File: src/rtl/pipe_stage_elastic_if.sv
// Valid/ready bus for one side of an elastic pipeline stage: a payload plus a control field.
// The master drives valid/data/ctrl; the slave drives ready.
interface pipe_stage_elastic_if #(
    parameter int DATA_W = 64,
    parameter int CTRL_W = 8
) ();
    logic              valid;
    logic              ready;
    logic [DATA_W-1:0] data;
    logic [CTRL_W-1:0] ctrl;

    modport master (output valid, output data, output ctrl, input ready);
    modport slave  (input valid, input data, input ctrl, output ready);
endinterface

File: src/rtl/pipe_stage_elastic.sv
// Elastic pipeline register with a 2-entry skid buffer and a registered upstream ready.
// Optional saturating perf counters are enabled with the PIPE_STAGE_PERF_CNT_EN macro.
module pipe_stage_elastic #(
    parameter int                 DATA_W    = 64,
    parameter int                 CTRL_W    = 8,
    parameter logic [CTRL_W-1:0]  CTRL_SAFE = {CTRL_W{1'b0}},
    parameter int                 CNT_W     = 32
) (
    input  logic                  clk,
    input  logic                  reset,
    input  logic                  flush,
    pipe_stage_elastic_if.slave   up,
    pipe_stage_elastic_if.master  dn,
    output logic [1:0]            dbg_state
`ifdef PIPE_STAGE_PERF_CNT_EN
    ,
    output logic [CNT_W-1:0]      stall_cnt,
    output logic [CNT_W-1:0]      bubble_cnt,
    output logic [CNT_W-1:0]      flush_cnt
`endif
);

    // Handshake: a beat transfers on a rising edge where valid & ready are both high;
    // valid and its payload hold until that edge, and ready never depends on valid.
    typedef enum logic [1:0] {
        S_EMPTY = 2'd0,
        S_ONE   = 2'd1,
        S_TWO   = 2'd2
    } state_e;

    if (CNT_W < 1) begin : g_bad_cnt_w
        $error("CNT_W must be at least 1");
    end

    state_e            state_q, state_d;
    logic [DATA_W-1:0] main_data_q, main_data_d;
    logic [CTRL_W-1:0] main_ctrl_q, main_ctrl_d;
    logic [DATA_W-1:0] skid_data_q, skid_data_d;
    logic [CTRL_W-1:0] skid_ctrl_q, skid_ctrl_d;
    logic              in_ready;
    logic              in_fire;
    logic              out_fire;

    assign in_ready  = (state_q != S_TWO);
    assign up.ready  = in_ready;
    assign dn.valid  = (state_q != S_EMPTY);
    assign dn.data   = main_data_q;
    // An empty slot must never present a live control word downstream.
    assign dn.ctrl   = (state_q != S_EMPTY) ? main_ctrl_q : CTRL_SAFE;
    assign dbg_state = state_q;

    assign in_fire  = up.valid & in_ready;
    assign out_fire = dn.valid & dn.ready;

    always_comb begin
        state_d     = state_q;
        main_data_d = main_data_q;
        main_ctrl_d = main_ctrl_q;
        skid_data_d = skid_data_q;
        skid_ctrl_d = skid_ctrl_q;
        if (flush) begin
            state_d     = S_EMPTY;
            main_data_d = '0;
            main_ctrl_d = CTRL_SAFE;
            skid_data_d = '0;
            skid_ctrl_d = CTRL_SAFE;
        end else begin
            case (state_q)
                S_EMPTY: begin
                    if (in_fire) begin
                        state_d     = S_ONE;
                        main_data_d = up.data;
                        main_ctrl_d = up.ctrl;
                    end
                end
                S_ONE: begin
                    if (in_fire && out_fire) begin
                        main_data_d = up.data;
                        main_ctrl_d = up.ctrl;
                    end else if (in_fire) begin
                        state_d     = S_TWO;
                        skid_data_d = up.data;
                        skid_ctrl_d = up.ctrl;
                    end else if (out_fire) begin
                        state_d = S_EMPTY;
                    end
                end
                S_TWO: begin
                    if (out_fire) begin
                        state_d     = S_ONE;
                        main_data_d = skid_data_q;
                        main_ctrl_d = skid_ctrl_q;
                    end
                end
                default: state_d = S_EMPTY;
            endcase
        end
    end

    always_ff @(posedge clk or negedge reset) begin
        if (!reset) begin
            state_q     <= S_EMPTY;
            main_data_q <= '0;
            main_ctrl_q <= CTRL_SAFE;
            skid_data_q <= '0;
            skid_ctrl_q <= CTRL_SAFE;
        end else begin
            state_q     <= state_d;
            main_data_q <= main_data_d;
            main_ctrl_q <= main_ctrl_d;
            skid_data_q <= skid_data_d;
            skid_ctrl_q <= skid_ctrl_d;
        end
    end

`ifdef PIPE_STAGE_PERF_CNT_EN
    logic [CNT_W-1:0] stall_cnt_q, stall_cnt_d;
    logic [CNT_W-1:0] bubble_cnt_q, bubble_cnt_d;
    logic [CNT_W-1:0] flush_cnt_q, flush_cnt_d;

    // Counters saturate and survive flush; only reset clears them.
    always_comb begin
        stall_cnt_d  = stall_cnt_q;
        bubble_cnt_d = bubble_cnt_q;
        flush_cnt_d  = flush_cnt_q;
        if (dn.valid && !dn.ready && (stall_cnt_q != {CNT_W{1'b1}}))
            stall_cnt_d = stall_cnt_q + CNT_W'(1);
        if (!dn.valid && (bubble_cnt_q != {CNT_W{1'b1}}))
            bubble_cnt_d = bubble_cnt_q + CNT_W'(1);
        if (flush && (flush_cnt_q != {CNT_W{1'b1}}))
            flush_cnt_d = flush_cnt_q + CNT_W'(1);
    end

    always_ff @(posedge clk or negedge reset) begin
        if (!reset) begin
            stall_cnt_q  <= '0;
            bubble_cnt_q <= '0;
            flush_cnt_q  <= '0;
        end else begin
            stall_cnt_q  <= stall_cnt_d;
            bubble_cnt_q <= bubble_cnt_d;
            flush_cnt_q  <= flush_cnt_d;
        end
    end

    assign stall_cnt  = stall_cnt_q;
    assign bubble_cnt = bubble_cnt_q;
    assign flush_cnt  = flush_cnt_q;
`endif

endmodule

File: src/flat_wrapper.sv
// flat-port wrapper written by rule: the top's interface ports become plain ports
module pipe_stage_elastic_flat 
#(
    parameter int                 DATA_W    = 64,
    parameter int                 CTRL_W    = 8,
    parameter logic [CTRL_W-1:0]  CTRL_SAFE = {CTRL_W{1'b0}},
    parameter int                 CNT_W     = 32
)
  (clk, reset, flush, dbg_state, up_valid, up_data, up_ctrl, up_ready, dn_valid, dn_data, dn_ctrl, dn_ready);
  pipe_stage_elastic_if #(.DATA_W(DATA_W), .CTRL_W(CTRL_W)) up_i ();
  pipe_stage_elastic_if #(.DATA_W(DATA_W), .CTRL_W(CTRL_W)) dn_i ();
  input  logic clk;
  input  logic reset;
  input  logic flush;
  output logic [1:0] dbg_state;
  input wire logic [$bits(up_i.valid)-1:0] up_valid;
  input wire logic [$bits(up_i.data)-1:0] up_data;
  input wire logic [$bits(up_i.ctrl)-1:0] up_ctrl;
  output wire logic [$bits(up_i.ready)-1:0] up_ready;
  output wire logic [$bits(dn_i.valid)-1:0] dn_valid;
  output wire logic [$bits(dn_i.data)-1:0] dn_data;
  output wire logic [$bits(dn_i.ctrl)-1:0] dn_ctrl;
  input wire logic [$bits(dn_i.ready)-1:0] dn_ready;
  assign up_i.valid = up_valid;
  assign up_i.data = up_data;
  assign up_i.ctrl = up_ctrl;
  assign up_ready = up_i.ready;
  assign dn_valid = dn_i.valid;
  assign dn_data = dn_i.data;
  assign dn_ctrl = dn_i.ctrl;
  assign dn_i.ready = dn_ready;
  pipe_stage_elastic #(.DATA_W(DATA_W), .CTRL_W(CTRL_W), .CTRL_SAFE(CTRL_SAFE), .CNT_W(CNT_W)) u_core (.clk(clk), .reset(reset), .flush(flush), .up(up_i), .dn(dn_i), .dbg_state(dbg_state));
endmodule
File: config.mk
export PLATFORM = sky130hd
export DESIGN_NAME = pipe_stage_elastic_flat
export DESIGN_NICKNAME = d
export VERILOG_FILES = /design/src/rtl/pipe_stage_elastic_if.sv /design/src/rtl/pipe_stage_elastic.sv /design/src/flat_wrapper.sv
export SDC_FILE = /design/constraint.sdc
export NUM_CORES = 1
export LEC_CHECK = 0
export BUFFER_PORTS_ARGS = -buffer_cell sky130_fd_sc_hd__buf_2
export CAP_MARGIN = 0
export CORE_ASPECT_RATIO = 2
export CORE_MARGIN = 2
export CORE_UTILIZATION = 32
export DETAILED_ROUTE_END_ITERATION = 8
export PLACE_DENSITY = 0.61
export SLEW_MARGIN = 10
export SYNTH_ARGS = -nofsm -noshare
export SYNTH_HDL_FRONTEND = slang
export SYNTH_SLANG_ARGS = --single-unit
export TNS_END_PERCENT = 10
File: constraint.sdc
create_clock -name clk -period 2.1 [get_ports clk]
set_input_delay 0.42 -clock clk [delete_from_list [all_inputs] [get_ports clk]]
set_output_delay 0.42 -clock clk [all_outputs]
set_load 0.005 [all_outputs]
Word level (Yosys, flattened, before mapping)
Cells that the tools add are included.
Widths: inputs -> output; s select.
{"block": "classes", "n_eq_ne": 9, "n_mux": 24, "bitwise": 2, "n_reduce_logical": 9}
{"op": "$mux 64", "n": 7}
{"op": "$pmux 64 s3", "n": 1}
{"op": "$mux 8", "n": 8}
{"op": "$pmux 8 s3", "n": 1}
{"op": "$mux 2", "n": 6}
{"op": "$ne 3x2->1 const B", "n": 3}
{"op": "$reduce_and 4->1", "n": 2}
{"op": "$pmux 2 s3", "n": 1}
{"op": "$reduce_bool 2->1", "n": 3}
{"op": "$ne 2x2->1 const B", "n": 2}
{"op": "$ne 4x2->1 const B", "n": 1}
{"op": "$reduce_bool 4->1", "n": 1}
{"op": "$ne 3x3->1 const B", "n": 1}
{"op": "$reduce_and 3->1", "n": 1}
{"op": "$and 1x1->1", "n": 2}
{"op": "$eq 2x1->1 const B", "n": 1}
{"op": "$eq 2x2->1 const B", "n": 1}
{"op": "$logic_not 2->1", "n": 1}
{"op": "$logic_and 1x1->1", "n": 1}
{"block": "word_totals", "regBits": 146, "in_bits": 77, "out_inout_bits": 76, "wordCells": 49}

Longest topological paths before layout
{"block": "logic_depth", "ltp_word": 7, "ltp_mapped": 6, "ltp_nobuf": 5}

Least setup slack after synthesis
Ideal clock, no wire load.
{"block": "synth_timing", "path_kind": "register to register", "startpoint": "register u_core.state_q[1], in the netlist u_core.dbg_state[1]", "endpoint": "register u_core.main_data_q[0], in the netlist u_core.dn.data[0]", "setup_ps": 125, "t_arrival_ps": 1476, "required_time_ps": 1975, "setup_slack_ps": 499, "path_stages_with_launch": 5, "path_buffers": 1, "synth_period_minus_slack_ps": 1601, "path_cell_list": "dfrtp_1 nand2b_1 o211ai_4 buf_6 mux2_4"}
{"block": "synth_between", "elab_chain_len": 5, "word_cells_on_any_way": 15, "classes_between": "6 x eq/ne; 2 x mux; 2 x bitwise; 5 x reduce/logical"}
{"element": "start, declared", "line": "pipe_stage_elastic.sv:35", "source": "state_e state_q, state_d;"}
{"element": "start signal, assigned", "line": "pipe_stage_elastic.sv:108", "source": "state_q <= state_d;"}
{"element": "$ne 2x2->1 / $reduce_bool 2->1 (equally long branches)", "line": "pipe_stage_elastic.sv:44, pipe_stage_elastic.sv:46"}
{"element": "$and 1x1->1 (on tied branches)", "line": "pipe_stage_elastic.sv:52, pipe_stage_elastic.sv:53"}
{"element": "$logic_and 1x1->1", "line": "pipe_stage_elastic.sv:77", "source": "if (in_fire && out_fire) begin"}
{"element": "$ne 3x2->1 (no source line)"}
{"element": "$reduce_and 4->1 (no source line)"}
{"element": "end signal, assigned", "line": "pipe_stage_elastic.sv:109", "source": "main_data_q <= main_data_d;"}
{"element": "end, declared", "line": "pipe_stage_elastic.sv:36", "source": "logic [DATA_W-1:0] main_data_q, main_data_d;"}
Several ways; a longest one is shown, not always the timed one.
A chain may end at the register's enable or synchronous reset.

Final worst setup path
{"block": "layout_timing", "startpoint": "register u_core.state_q[0], in the netlist u_core.dbg_state[0]", "endpoint": "output dn_ctrl[6]"}
{"block": "layout_between", "elab_chain_len": 2}
{"element": "$reduce_bool 2->1", "line": "pipe_stage_elastic.sv:49", "source": "assign dn.ctrl = (state_q != S_EMPTY) ? main_ctrl_q : CTRL_SAFE;"}
{"element": "$mux 8", "line": "pipe_stage_elastic.sv:49"}
{"element": "end, declared", "line": "flat_wrapper.sv:22", "source": "output wire logic [$bits(dn_i.ctrl)-1:0] dn_ctrl;"}
No other way between the ends.

==> flow_summary.yaml <==
status:
  status: "finished clean"
job:
  cap_violations: 0
clock_network:
  htreeDepth: 4
  clock_latency_ns: 0.43
  root_buffer: "clkbuf_16"
  clock-sinks: 146
  clock_path_buffers: 2
  numCtsBuffers: 17
  tritoncts: "done"
  cts.clk_slew.worst_paths_ns: 0.06
layout:
  final_cells: 1004
  drive_gt1_share_pct: 38.2
  fin_util_pct: 41.0
  area_growth_pct: 25.8
  final_nets: 800
synthesis:
  ys_ff_latch: 146
  synth_flop_cell: "dfrtp_1"
  yosys-top-cells-area: "dfrtp_1 (55%), mux2_4 (16%), a22o_1 (9.5%)"
  yosysTopAreaCell: "dfrtp_1"
  synth_top_area_share_pct: 54.8
  synth_cell_types: 21
  synth_seq_area_share_pct: 54.8
  async_reset_ff_share_pct: 100
  synth-warning-count: 0
  ys_top_cells_by_count: "dfrtp_1 (146), nand2_1 (144), a21oi_1 (74), a22o_1 (72), mux2_4 (70)"
  avgSynthCellArea_um2: 11.6
  yosysMostFrequentCell: "dfrtp_1"
  synth-edff-count: 0
  synth_nets: 654
  syn_area_um2: 6670
  synth_cells: 577
power_and_ir_drop:
  p_int_uw: 5100
  p_seq_share_pct: 45.0
  sw_frac_of_total_pct: 25.6
  p_clk_share_pct: 41.8
  power_density_nw_per_um2: 818
  power.leakage_uw: 0.00437
  combPwrFrac_pct: 13.2
  power.switching_uw: 1760
  peakVddDrop_uv: 499
die:
  num_io_pins: 153
  std_cell_rows: 74
  die_w_um: 106
  core_area_um2: 20500
  dieArea_um2: 22100
  die_height_um: 208
  initial_core_util_pct: 32.6
worst_hold_path:
  worstHoldStart: "dn_ready"
  hp-class: "input port to register"
timing:
  fin_crit_ns: 1.96
  setup_viol: 0
  fin_tns_setup_ns: 0
  clock.fmax_mhz: 511
  fin_crit_sh_pct: 93.2
  worst_pin_slew_ns: 0.631
  finalWorstSetupSlack_ns: 0.142
  hold-worst-slack_ns: 0.196
  rsz0062_at_grt: "no"
  slew-limit-headroom_pct: 57.8
  final-hold-violation-count: 0
  skew_ns: 0.00867
  drv_slew: 0
route:
  via_count: 4918
  wl_um: 17700
  drc_errors: 0
  vias_per_cell: 4.90
  wire_per_inst_um: 17.6
  drt_iter0_drc: 179
  firstDrtPassIters: 5
  drtAntennaViolNets: 0
critical_path:
  critPathMaxFanout: 9
  cp-startpoint: "u_core.dbg_state[0]$_DFFE_PN0P_"
  critPathLaunchType: "register"
  cp.arrival_ns: 1.54
  crit_type: "register to output pin"
  critPathCaptureType: "output pin"
  timing.rr.start: "u_core.dbg_state[1]$_DFFE_PN0P_"
  required_ns: 1.68
grt:
  grt_max_degree: 74
  grt_pass1_vias: 5184
  grt_pass1_wl_um: 29200
  antenna_found_initial: 2
  grt-ovfl-total: 0
  grt_util_all_layers_pct: 17.1
placement:
  dp_hpwl_um: 11300
  port_buffers: 152
  post-place-cells: 969
  dp_slack_ns: 0.165
  place.gp.congestion: 0.770
[flip-flops by register name (all words and copies together) (netlist names)]
register,count
u_core.skid_data_q,64
u_core.skid_ctrl_q,8
u_core.dn.data,64
u_core.dbg_state,2
u_core.main_ctrl_q,8
[worst max-delay path: stages (launching register included)]
cell	delay, ns
dfrtp_2	0.47
nor2_1	0.08
buf_4	0.18
nor2b_1	0.22
buf_2	0.16
[power by group through the flow]
stage          combinational, µW  sequential (µW)  clock (µW)
6_report                     908             3080        2870
5_1_grt                     1000             3100        3080
4_1_cts                      931             3090        2950
3_5_place_dp                 927             3130           0
3_3_place_gp                 918             3130           0
2_1_floorplan                492             3120           0
[final timing paths]
path	to	slack, ns	cells after the start
setup reg to reg	u_core.dn.data[63]$_DFFE_PN0P_	0.24	4
hold reg to reg	u_core.main_ctrl_q[1]$_DFFE_PN0P_	0.50	1
setup / recovery	dn_ctrl[6]	0.14	4
hold / removal	u_core.dbg_state[1]$_DFFE_PN0P_	0.20	2
max in group asynchronous	u_core.skid_data_q[29]$_DFFE_PN0P_	0.97	3
min in group asynchronous	u_core.dn.data[2]$_DFFE_PN0P_	0.49	2
[cell type report]
cell class              instances  area, µm²
diodes                          2       5.00
clock buffers                  19        443
clock inverters                13        114
fillers                      2009      12100
inverters                       3       11.3
multi-input cells             383       2780
flip-flops and latches        146       3650
well taps                     266        333
repair buffers                172       1040
[cell usage in the layout, fill, tap and decap left out, drive strengths merged]
cell | synthesis | routed
mux2 | 72 | 72
bufinv | 0 | 1
nor2b | 10 | 10
mux2i | 1 | 1
clkbuf | 20 | 19
buf | 25 | 171
a21oi | 74 | 74
nor2 | 3 | 3
diode | 0 | 2
dlygate4sd3 | 0 | 1
nand2b | 3 | 3
clkinvlp | 0 | 5
o211ai | 1 | 1
nor3 | 2 | 2
inv | 3 | 3
nand2 | 144 | 144
a22o | 72 | 72
dfrtp | 146 | 146
clkinv | 0 | 7
o21ai | 1 | 1
[cell families after synthesis]
| family | synth area share, % |
|---|---|
| buffers and inverters | 3.79 |
| and+or+nand+nor | 9.75 |
| AOI/OAI and AO/OA | 15.5 |
| muxes | 16.2 |
| DFF | 54.8 |
[stage by stage]
stage	total power (µW)	instance area, µm²
2_1_floorplan	3610	6670
6_report	6860	8390
4_1_cts	6970	8380
3_5_place_dp	4060	7820
5_1_grt	7180	8390
3_3_place_gp	4050	7820
[routing by layer]
layer,vias to the layer above,share of wire [%],track usage (%)
met2,132,53,29.0
met1,2459,41,20.5
met3,22,4.0,4.48
li1,2305,-,-
met4,0,2.0,6.44
met5,-,0,0
[repair_timing]
item	CTS	global route
hold buffers	1	0
endpoints found under the hold margin	43	0
gates resized for setup	0	1
setup buffers	0	0
setup endpoints to repair	0	2
Power figures use the tool's default switching activity.
